**config.mk**
```make
export PLATFORM = sky130hd
export DESIGN_NAME = full_adder_unit
export DESIGN_NICKNAME = d
export VERILOG_FILES = /design/src/rtl/full_adder_pkg.sv /design/src/rtl/fa_bit.sv /design/src/rtl/full_adder_unit.sv
export SDC_FILE = /design/constraint.sdc
export NUM_CORES = 1
export LEC_CHECK = 0
export CORE_AREA = 2 2 39 41
export CTS_BUF_LIST = sky130_fd_sc_hd__clkbuf_4
export CTS_CLUSTER_DIAMETER = 60
export DETAILED_ROUTE_END_ITERATION = 10
export DIE_AREA = 0 0 41 43
export GPL_TIMING_DRIVEN = 0
export PLACE_DENSITY_LB_ADDON = 0.25
export SLEW_MARGIN = 30
export SYNTH_ARGS = -nofsm -noshare
export SYNTH_HDL_FRONTEND = slang
export SYNTH_SLANG_ARGS = --single-unit
```
**constraint.sdc**
```tcl
create_clock -name clk -period 1.4 [get_ports clk]
set_input_delay 0.14 -clock clk [delete_from_list [all_inputs] [get_ports clk]]
set_output_delay 0.14 -clock clk [all_outputs]
set_load 0.02 [all_outputs]
```
**src/rtl/full_adder_pkg.sv**
```systemverilog
// Shared constants for the registered ripple-carry adder.
// Width bounds live here so the top and any wrapper agree on them.
package full_adder_pkg;

  localparam int FA_WIDTH_DEFAULT = 1;
  localparam int FA_WIDTH_MAX     = 64;

endpackage

```
**src/rtl/fa_bit.sv**
```systemverilog
// One-bit full-adder cell: s = a^b^cin, cout = majority(a,b,cin).
// Purely combinational, zero latency, no flow control.
module fa_bit (
  input  logic a,
  input  logic b,
  input  logic cin,
  output logic s,
  output logic cout
);

  logic p;

  assign p    = a ^ b;
  assign s    = p ^ cin;
  assign cout = (a & b) | (cin & p);

endmodule

```
**src/rtl/full_adder_unit.sv**
```systemverilog
// Registered N-bit ripple-carry adder with carry-in/out and signed overflow.
// Latency 1 cycle, throughput 1/cycle, no backpressure (in_valid gates capture).
module full_adder_unit
  import full_adder_pkg::*;
#(
  parameter int WIDTH = FA_WIDTH_DEFAULT
) (
  input  logic             clk,
  input  logic             rst_n,
  input  logic [WIDTH-1:0] A,
  input  logic [WIDTH-1:0] B,
  input  logic             Cin,
  input  logic             in_valid,
  output logic [WIDTH-1:0] S,
  output logic             Cout,
  output logic             ovf,
  output logic             out_valid
);

  logic [WIDTH:0]   carry;
  logic [WIDTH-1:0] sum;
  logic             ovf_c;

  assign carry[0] = Cin;

  for (genvar i = 0; i < WIDTH; i++) begin : g_cell
    fa_bit u_fa_bit (
      .a    (A[i]),
      .b    (B[i]),
      .cin  (carry[i]),
      .s    (sum[i]),
      .cout (carry[i+1])
    );
  end

  // Carry into the MSB differs from carry out only on two's-complement overflow.
  assign ovf_c = carry[WIDTH] ^ carry[WIDTH-1];

  always_ff @(posedge clk or negedge rst_n) begin
    if (!rst_n) begin
      S         <= '0;
      Cout      <= 1'b0;
      ovf       <= 1'b0;
      out_valid <= 1'b0;
    end else begin
      out_valid <= in_valid;
      // Data registers only load on valid, so junk on idle inputs never lands in S.
      if (in_valid) begin
        S    <= sum;
        Cout <= carry[WIDTH];
        ovf  <= ovf_c;
      end
    end
  end

endmodule

```
==> metrics.txt <==
status=finished, final reports clean; Crit. path cell count=1; Post-Route Setup TNS=0 ns; synthesized cell area=160 um^2; fin. max-slew vios=0; largest net degree at the start of global routing=6; critical path fanouts, max=2; Setup crit end kind=output port; Ys Warns=0; RSZ-0062 raised after global routing=false; post-synth cell types=6; Hold Buf Count CTS=0; Startpoint Class=flip-flop; Hold Vio Cnt, Final=0; I/O Buffers=9; setup bufs post-CTS=0; post-DP HPWL=267 um; flop2flop setup slack=0.65 ns; leading area contributor after synthesis=dfrtp_1; drt drc=0; Rows=14; Max-Cap Viols=0; CTS tree=built; layout net count=31; data required time of the critical path=1.26 ns; Max VDD drop=0.000321 V; share of post-route cells with drive strength above 1=0.227; DRT iter0 DRCs=1; Post-synth top cells=dfrtp_1, mux2_2; largest cells by area after synthesis=dfrtp_1, mux2_2, fa_1, xnor2_1, a21oi_1; Mapped Cells=10; DIE AREA=1760 um^2; number of synthesized register bits=4; initial core utilization=0.116; Avg Cell Area, Syn=16.0 um^2; minimum clock period=about 1.3 ns; GPL Wtd Cong=0.499; slew margin rel.=0.855; Die Width=41 um; clock root buffer=clkbuf_4; clk slew on worst S/H paths=0.04 ns; sequential-to-total area share from yosys stat=0.625; first-pass GRT wire length=552 um; Max Clock Skew=0 ns; Total GRT Usage=0.0544; leakage power=0.000116 uW; fin util=0.212; Synth top area share=0.625; Slew @ Worst Pin=between 0.2 and 0.25 ns; Setup WS pre-CTS=-0.0816 ns; Power per Cell Area=1270 nW/um^2; Post-synth EDFFs=0; dominant synthesized flop cell=dfrtp_1; CP cell instances=clkdlybuf4s50_1; Final ANT Viol Nets=0; synthesis-to-layout area growth=82.8%; worst reg-to-reg path cell count=1; fill count=146; crit path DAT=about 1.2 ns; clk_lat worst skew=0.23 ns; # clock sinks=4; most frequent cell after synthesis=dfrtp_1; PnR worst setup slack=0.0845 ns; worst-case clock buffer depth=2; routed length per placed instance=8.76 um; io pins=10; final setup fails=0; cell family with most CP delay=buffers and inverters; Multi-input gate area=60.1 um^2; Max Clk Rate=760 MHz; die height=43 um; CTS Buf Count=3; Vias/cell=3.26; CP bufs+invs=1; antenna violations before repair=0; Post-Route WL=333 um; drt first pass iters=2; Hold Path Class=input pin to async pin; vias in the first global route=~140; period utilisation layout=0.940; grt ovf=0; Post-Syn Nets=17; CTS resizes=0; post-route total power=371 uW; depth of the CTS H-tree=1; Setup CP Type=flip-flop to output port; ys async rst share=1.00; vias=124; Slowest Stage Delay on Critical Path=0.61 ns; register area=100 um^2; Diodes inserted=0; Core Area=1380 um^2; CP max stage cell=clkdlybuf4s50_1
-- placed cells by master (no fill, tap or decap) --
cell type | synthesis | routed
clkdlybuf4s50_1 | 0 | 9
dfrtp_1 | 4 | 4
clkbuf_4 | 0 | 3
mux2_2 | 2 | 2
xnor2_1 | 1 | 1
nor2_1 | 1 | 1
a21oi_1 | 1 | 1
fa_1 | 1 | 1
-- per-layer routing --
metal  GRT usage  vias up  wire length [um]
li1            -       61                 -
met1      0.0489       56               132
met2      0.0656        7               149
met3      0.0628        0                51
met4      0.0400        0                 0
met5           0        -                 0
-- logic make-up after synthesis --
family | share of synthesized area
AOI/OAI and AO/OA | 0.0312
xor gates and xnor gates | 0.0547
adders and majority gates | 0.125
DFF | 0.625
muxes | 0.141
and+or+nand+nor | 0.0234
-- worst paths after layout --
check                                  from                   to
setup / recovery              S$_DFFE_PN0P_                    S
hold / removal                        rst_n  out_valid$_DFF_PN0_
setup reg to reg              S$_DFFE_PN0P_        S$_DFFE_PN0P_
hold reg to reg            Cout$_DFFE_PN0P_     Cout$_DFFE_PN0P_
max in group asynchronous             rst_n      ovf$_DFFE_PN0P_
min in group clk                   in_valid  out_valid$_DFF_PN0_
-- through the flow --
stage	hold WS [ns]	cell area, um^2	instances
global placement	0.358	270	35
finish	0.106	293	38
floorplan	-0.156	160	10
CTS	0.102	293	38
detailed placement	0.354	270	35
global route	0.110	293	38
-- power by group --
group | switching, uW | internal, uW
registers | 7.03 | 131
logic | 39.1 | 51.2
clock network | 47.0 | 95.9
-- final cells by class --
| type | count | share of cell area |
|---|---|---|
| Multi-Input combinational cell | 6 | 0.205 |
| Tap cell | 16 | 0.0684 |
| Clock buffer | 3 | 0.0769 |
| Sequential cell | 4 | 0.342 |
| Timing Repair Buffer | 9 | 0.308 |
-- flip-flops by register name (all words and copies together) (netlist names) --
register	flops
Cout	1
S	1
out_valid	1
ovf	1
(Power assumes the default switching activity.)
==> edit 1, RTL diff (same settings) <==
Make the reset (`rst_n`) synchronous in one clocked block.
--- a/src/rtl/full_adder_unit.sv
+++ b/src/rtl/full_adder_unit.sv
@@ -36,7 +36,7 @@
   // Carry into the MSB differs from carry out only on two's-complement overflow.
   assign ovf_c = carry[WIDTH] ^ carry[WIDTH-1];
 
-  always_ff @(posedge clk or negedge rst_n) begin
+  always_ff @(posedge clk) begin
     if (!rst_n) begin
       S         <= '0;
       Cout      <= 1'b0;
Formal check against the unedited RTL: differs if rst_n is asserted again (counterexample within 4 cycles, from zero or initial values and one cycle with rst_n low); with rst_n held inactive, the same outputs for 10 cycles.
==> edit 1 against the unedited design <==
  * Final area down 0.43%
  * Die area stayed put
  * Total power decreased by 12%
  * Sequential power fell by 8%
  * Routed wire length fell by 6.6%
  * Synthesized area fell by 0.78%
  * Worst setup slack better by 0.023 ns
  * Register-to-register slack better by 0.12 ns
  * Sequential cell count is the same
  * Hold slack improved by 0.41 ns
==> edit 1: results (changes against the unedited design) <==
Yosys
  – Post-synth ARST share: 0% (-100 points)
  – Compound-cell area share of the yosys netlist: 6.30% (+3.2 points)
  – Sequential cell area fraction in the yosys report: 50.4% (-12 points)
  – Dominant synthesized flop cell: sky130_fd_sc_hd__dfxtp_1
  – Top cells by area, synth: sky130_fd_sc_hd__dfxtp_1 (50%), sky130_fd_sc_hd__fa_1 (13%), sky130_fd_sc_hd__mux2i_1 (13%)
  – Mean cell area of the mapped netlist: 12.2 µm² (-24%)
  – Most instantiated cells after synthesis: sky130_fd_sc_hd__dfxtp_1 (4), sky130_fd_sc_hd__mux2i_1 (2), sky130_fd_sc_hd__nor2b_1 (2)
  – Fraction of synthesized area in multiplexers: 12.6% (-1.5 points)

Critical path
  – End of the worst register-to-register path: ovf
  – Startpoint of the lowest-slack register-to-register path: ovf

Placement
  – Detail Placement HPWL: 259 µm (-3.1%)
  – Routability congestion estimate: 0.622 (+25%)
  – Total cell area at the placement stage: 269 µm² (-0.46%)

Pwr
  – Leak: 0.000112 µW (-3.5%)
  – Switch share: 21.6% (-3.5 points)

Status
  – Outcome: completed

Cells and area
  – Nets@finish: 34 (+9.7%)
  – Final instance count without filler cells: 41 (+7.9%)

Global routing
  – Overall track demand over capacity in global routing: 5.13% (-0.31 points)
  – Most used routing layer: met3
  – Met2 Resource Use GR: 4.38% (-2.2 points)

Worst hold path
  – Worst min-delay path class: flop to flop

Route
  – Initial detailed-routing violation count: 0 (-1)
  – Vias/cell: 3.27 (+0.16%)
  – Number of optimization iterations in the first detailed-route pass: 1 (-1)
  – Met2 wire length: 121 µm (-19%)
## edit 1: cell count changes after synthesis
cell	delta
sky130_fd_sc_hd__o21ai_0	+1
sky130_fd_sc_hd__mux2i_1	+2
sky130_fd_sc_hd__dfrtp_1	-4
sky130_fd_sc_hd__mux2_2	-2
sky130_fd_sc_hd__dfxtp_1	+4
sky130_fd_sc_hd__nor2b_1	+2
sky130_fd_sc_hd__and2_2	+1
sky130_fd_sc_hd__nor2_1	-1
## edit 1: cell type report
type                            instances  area (µm²)
Fill cell                             152        1090
Sequential cell                         4        80.1
Clock buffer                            3        22.5
Tap cell                               16        20.0
Timing Repair Buffer                    9        90.1
Multi-Input combinational cell          9        78.8
## edit 1: power groups by stage
stage | combinational, µW | sequential (µW) | clock (µW)
2_1_floorplan | 17.9 | 139 | 0
3_3_place_gp | 66.8 | 128 | 0
3_5_place_dp | 66.8 | 129 | 0
4_1_cts | 67.0 | 127 | 143
5_1_grt | 71.3 | 128 | 160
6_report | 66.1 | 127 | 135
==> edit 2, RTL diff (config.mk and constraints unchanged) <==
Without the edit above. Put one more register stage on the output `ovf`, with the module's reset. The value now appears one clock later. The other outputs are not delayed to match.
--- a/src/rtl/full_adder_unit.sv
+++ b/src/rtl/full_adder_unit.sv
@@ -16,6 +16,8 @@
   output logic             ovf,
   output logic             out_valid
 );
+
+  logic ovf_s0;
 
   logic [WIDTH:0]   carry;
   logic [WIDTH-1:0] sum;
@@ -40,7 +42,7 @@
     if (!rst_n) begin
       S         <= '0;
       Cout      <= 1'b0;
-      ovf       <= 1'b0;
+      ovf_s0    <= 1'b0;
       out_valid <= 1'b0;
     end else begin
       out_valid <= in_valid;
@@ -48,8 +50,16 @@
       if (in_valid) begin
         S    <= sum;
         Cout <= carry[WIDTH];
-        ovf  <= ovf_c;
+        ovf_s0 <= ovf_c;
       end
+    end
+  end
+
+  always_ff @(posedge clk or negedge rst_n) begin
+    if (!rst_n) begin
+      ovf <= '0;
+    end else begin
+      ovf <= ovf_s0;
     end
   end
 
Behaviour: not the same (Yosys sat finds a counterexample within 4 cycles, from zero or initial values and one cycle with rst_n low).
==> edit 2 against the unedited design <==
  * Hold slack improved by 0.021 ns
  * Worst setup slack worse by 0.016 ns
  * Non-clock buffer count did not move
  * Final area grew 11%
  * Global-route usage rose by 0.22 points
  * Sequential power grew 25%
  * Sequential cell count grew 1
  * Total power grew 20%
  * Combinational power hardly changed
  * Register-to-register slack about the same
  * Synthesized area increased by 16%
  * Via count rose by 1.6%
  * Routed wire length grew 5.4%
  * Highest routed layer unchanged
==> edit 2: results (changes against the unedited design) <==
Clock network
  – Cts bufs inserted: 3 (unchanged)
  – Maximum clock insertion buffer count: 2 (unchanged)
  – Clk Latency, worst-skew pair: 0.24 ns
  – Depth of the CTS H-tree: 1 (unchanged)
  – Clk root buf: sky130_fd_sc_hd__clkbuf_4
  – Clock-pin slew of the registers on the worst-case setup and hold paths: 0.04 ns (about the same)
  – Setup repair bufs after CTS: 0 (unchanged)

Placement
  – Routability congestion estimate: 0.632 (+27%)
  – Number of buffers inserted by port buffering: 9 (unchanged)
  – Number of placed instances, taps included: 36 (+2.9%)
  – Total cell area at the placement stage: 295 µm² (+9.3%)

STA
  – Worst setup skew after layout: 0.00145 ns (+0.00145 ns)
  – Max-slew headroom: 84.4% (-1.1 points)
  – Hold slack: 0.127 ns (+0.0213 ns)

Worst hold path
  – Worst min-delay path class: primary input to async pin

Yosys
  – Library cells used by synthesis: 6 (unchanged)
  – Post-synth ARST share: 100% (unchanged)
  – Post-synth net total: 18 (+1)
  – Sequential cell area fraction in the yosys report: 67.6% (+5.1 points)
  – Most instantiated cells after synthesis: sky130_fd_sc_hd__dfrtp_1 (5), sky130_fd_sc_hd__mux2_2 (2)
  – Cells after Synth: 11 (+1)
  – Top cells by area, synth: sky130_fd_sc_hd__dfrtp_1 (68%), sky130_fd_sc_hd__mux2_2 (12%), sky130_fd_sc_hd__fa_1 (11%)
  – Count of synthesis-stage warnings from yosys: 0 (unchanged)

Pwr
  – Leak: 0.000132 µW (+14%)
  – Max VDD drop: 600 µV (+87%)

Critical path
  – Crit-path max FO: 2 (unchanged)
  – End of the worst register-to-register path: Cout
  – Worst path top cell family by delay: buffers and inverters
  – CP max stage cell: sky130_fd_sc_hd__clkdlybuf4s50_1
  – Crit path arrival time: 1.19 ns
  – Reg-to-reg slack, setup: 0.65 ns (about the same)
  – Worst Reg-to-Reg Cells: 1 (unchanged)
  – Delay of the slowest critical-path stage: 0.61 ns (about the same)
  – Startpoint of the lowest-slack register-to-register path: Cout

Cells and area
  – Nets@finish: 32 (+3.2%)
  – Ant. Diodes: 0 (unchanged)
  – Ratio of cells with drive above 1 in the final layout: 25.0% (+2.3 points)

Route
  – Initial detailed-routing violation count: 5 (+4)
  – Vias/cell: 3.15 (-3.5%)
  – Number of optimization iterations in the first detailed-route pass: 2 (unchanged)
  – Detailed-route via count: 126 (+1.6%)
  – Avg WL per Cell: 8.78 µm (+0.14%)

Global routing
  – Maximum number of pins on one net before global-route repair: 6 (unchanged)
  – Global-route wire length before repair: 579 µm (+4.9%)
  – Overall track demand over capacity in global routing: 5.67% (+0.22 points)
  – Antenna violations before repair: 0 (unchanged)
  – Via count of the first global-routing pass: 138 (+1.5%)

Status
  – Outcome: completed
edit 2: cell count changes after synthesis, sizes merged:
cell / change
dfrtp: +1
edit 2: logic make-up (layout without fill, tap and decap cells):
logic type,Yosys count,count (layout),synth area share (%)
XOR/XNOR,1,1,4.73
buffers and inverters,0,13,0
AO/OA/AOI/OAI,1,1,2.70
multiplexers,2,2,12.2
flip-flops,5,5,67.6
adder cells (fa/ha/maj),1,1,10.8
AND/OR/NAND/NOR,1,1,2.03
edit 2: worst max-delay path by stage:
stage / slack, ns / to / start / cells after the start
finish: 0.07 / Cout / Cout / 1
global route: 0.006 / Cout / Cout / 1
CTS: 0.05 / Cout / Cout / 1
detailed placement: -0.06 / S / Cin / 3
global placement: -0.05 / S / Cin / 3
floorplan: 0.43 / S / A / 2
edit 2: layout make-up:
class	count	area [µm²]
tap	16	20.0
clock buffer	4	30.0
multi-input combinational	6	60.1
sequential	5	125
timing repair buffer	9	90.1
fill	147	1060
edit 2: power by group:
group | total [µW] | switching [µW] | internal [µW]
registers | 172 | 8.04 | 164
clock network | 183 | 56.1 | 127
logic | 90.5 | 39.6 | 51.0
total | 445 | 104 | 342
edit 2: stage by stage:
stage,setup WS [ns],total power [µW]
after floorplan,0.434,211
after global placement,-0.0542,263
after detailed placement,-0.0579,265
after CTS,0.0464,457
after global routing,0.00646,477
final,0.0689,445
edit 2: routing by layer:
| metal | global-route usage, % | part of all wire [%] | up-vias |
|---|---|---|---|
| met1 | 6.27 | 47 | 53 |
| met5 | 0 | 0 | - |
| met3 | 8.38 | 19 | 0 |
| met4 | 2.00 | 0 | 0 |
| li1 | - | - | 63 |
| met2 | 5.63 | 34 | 10 |
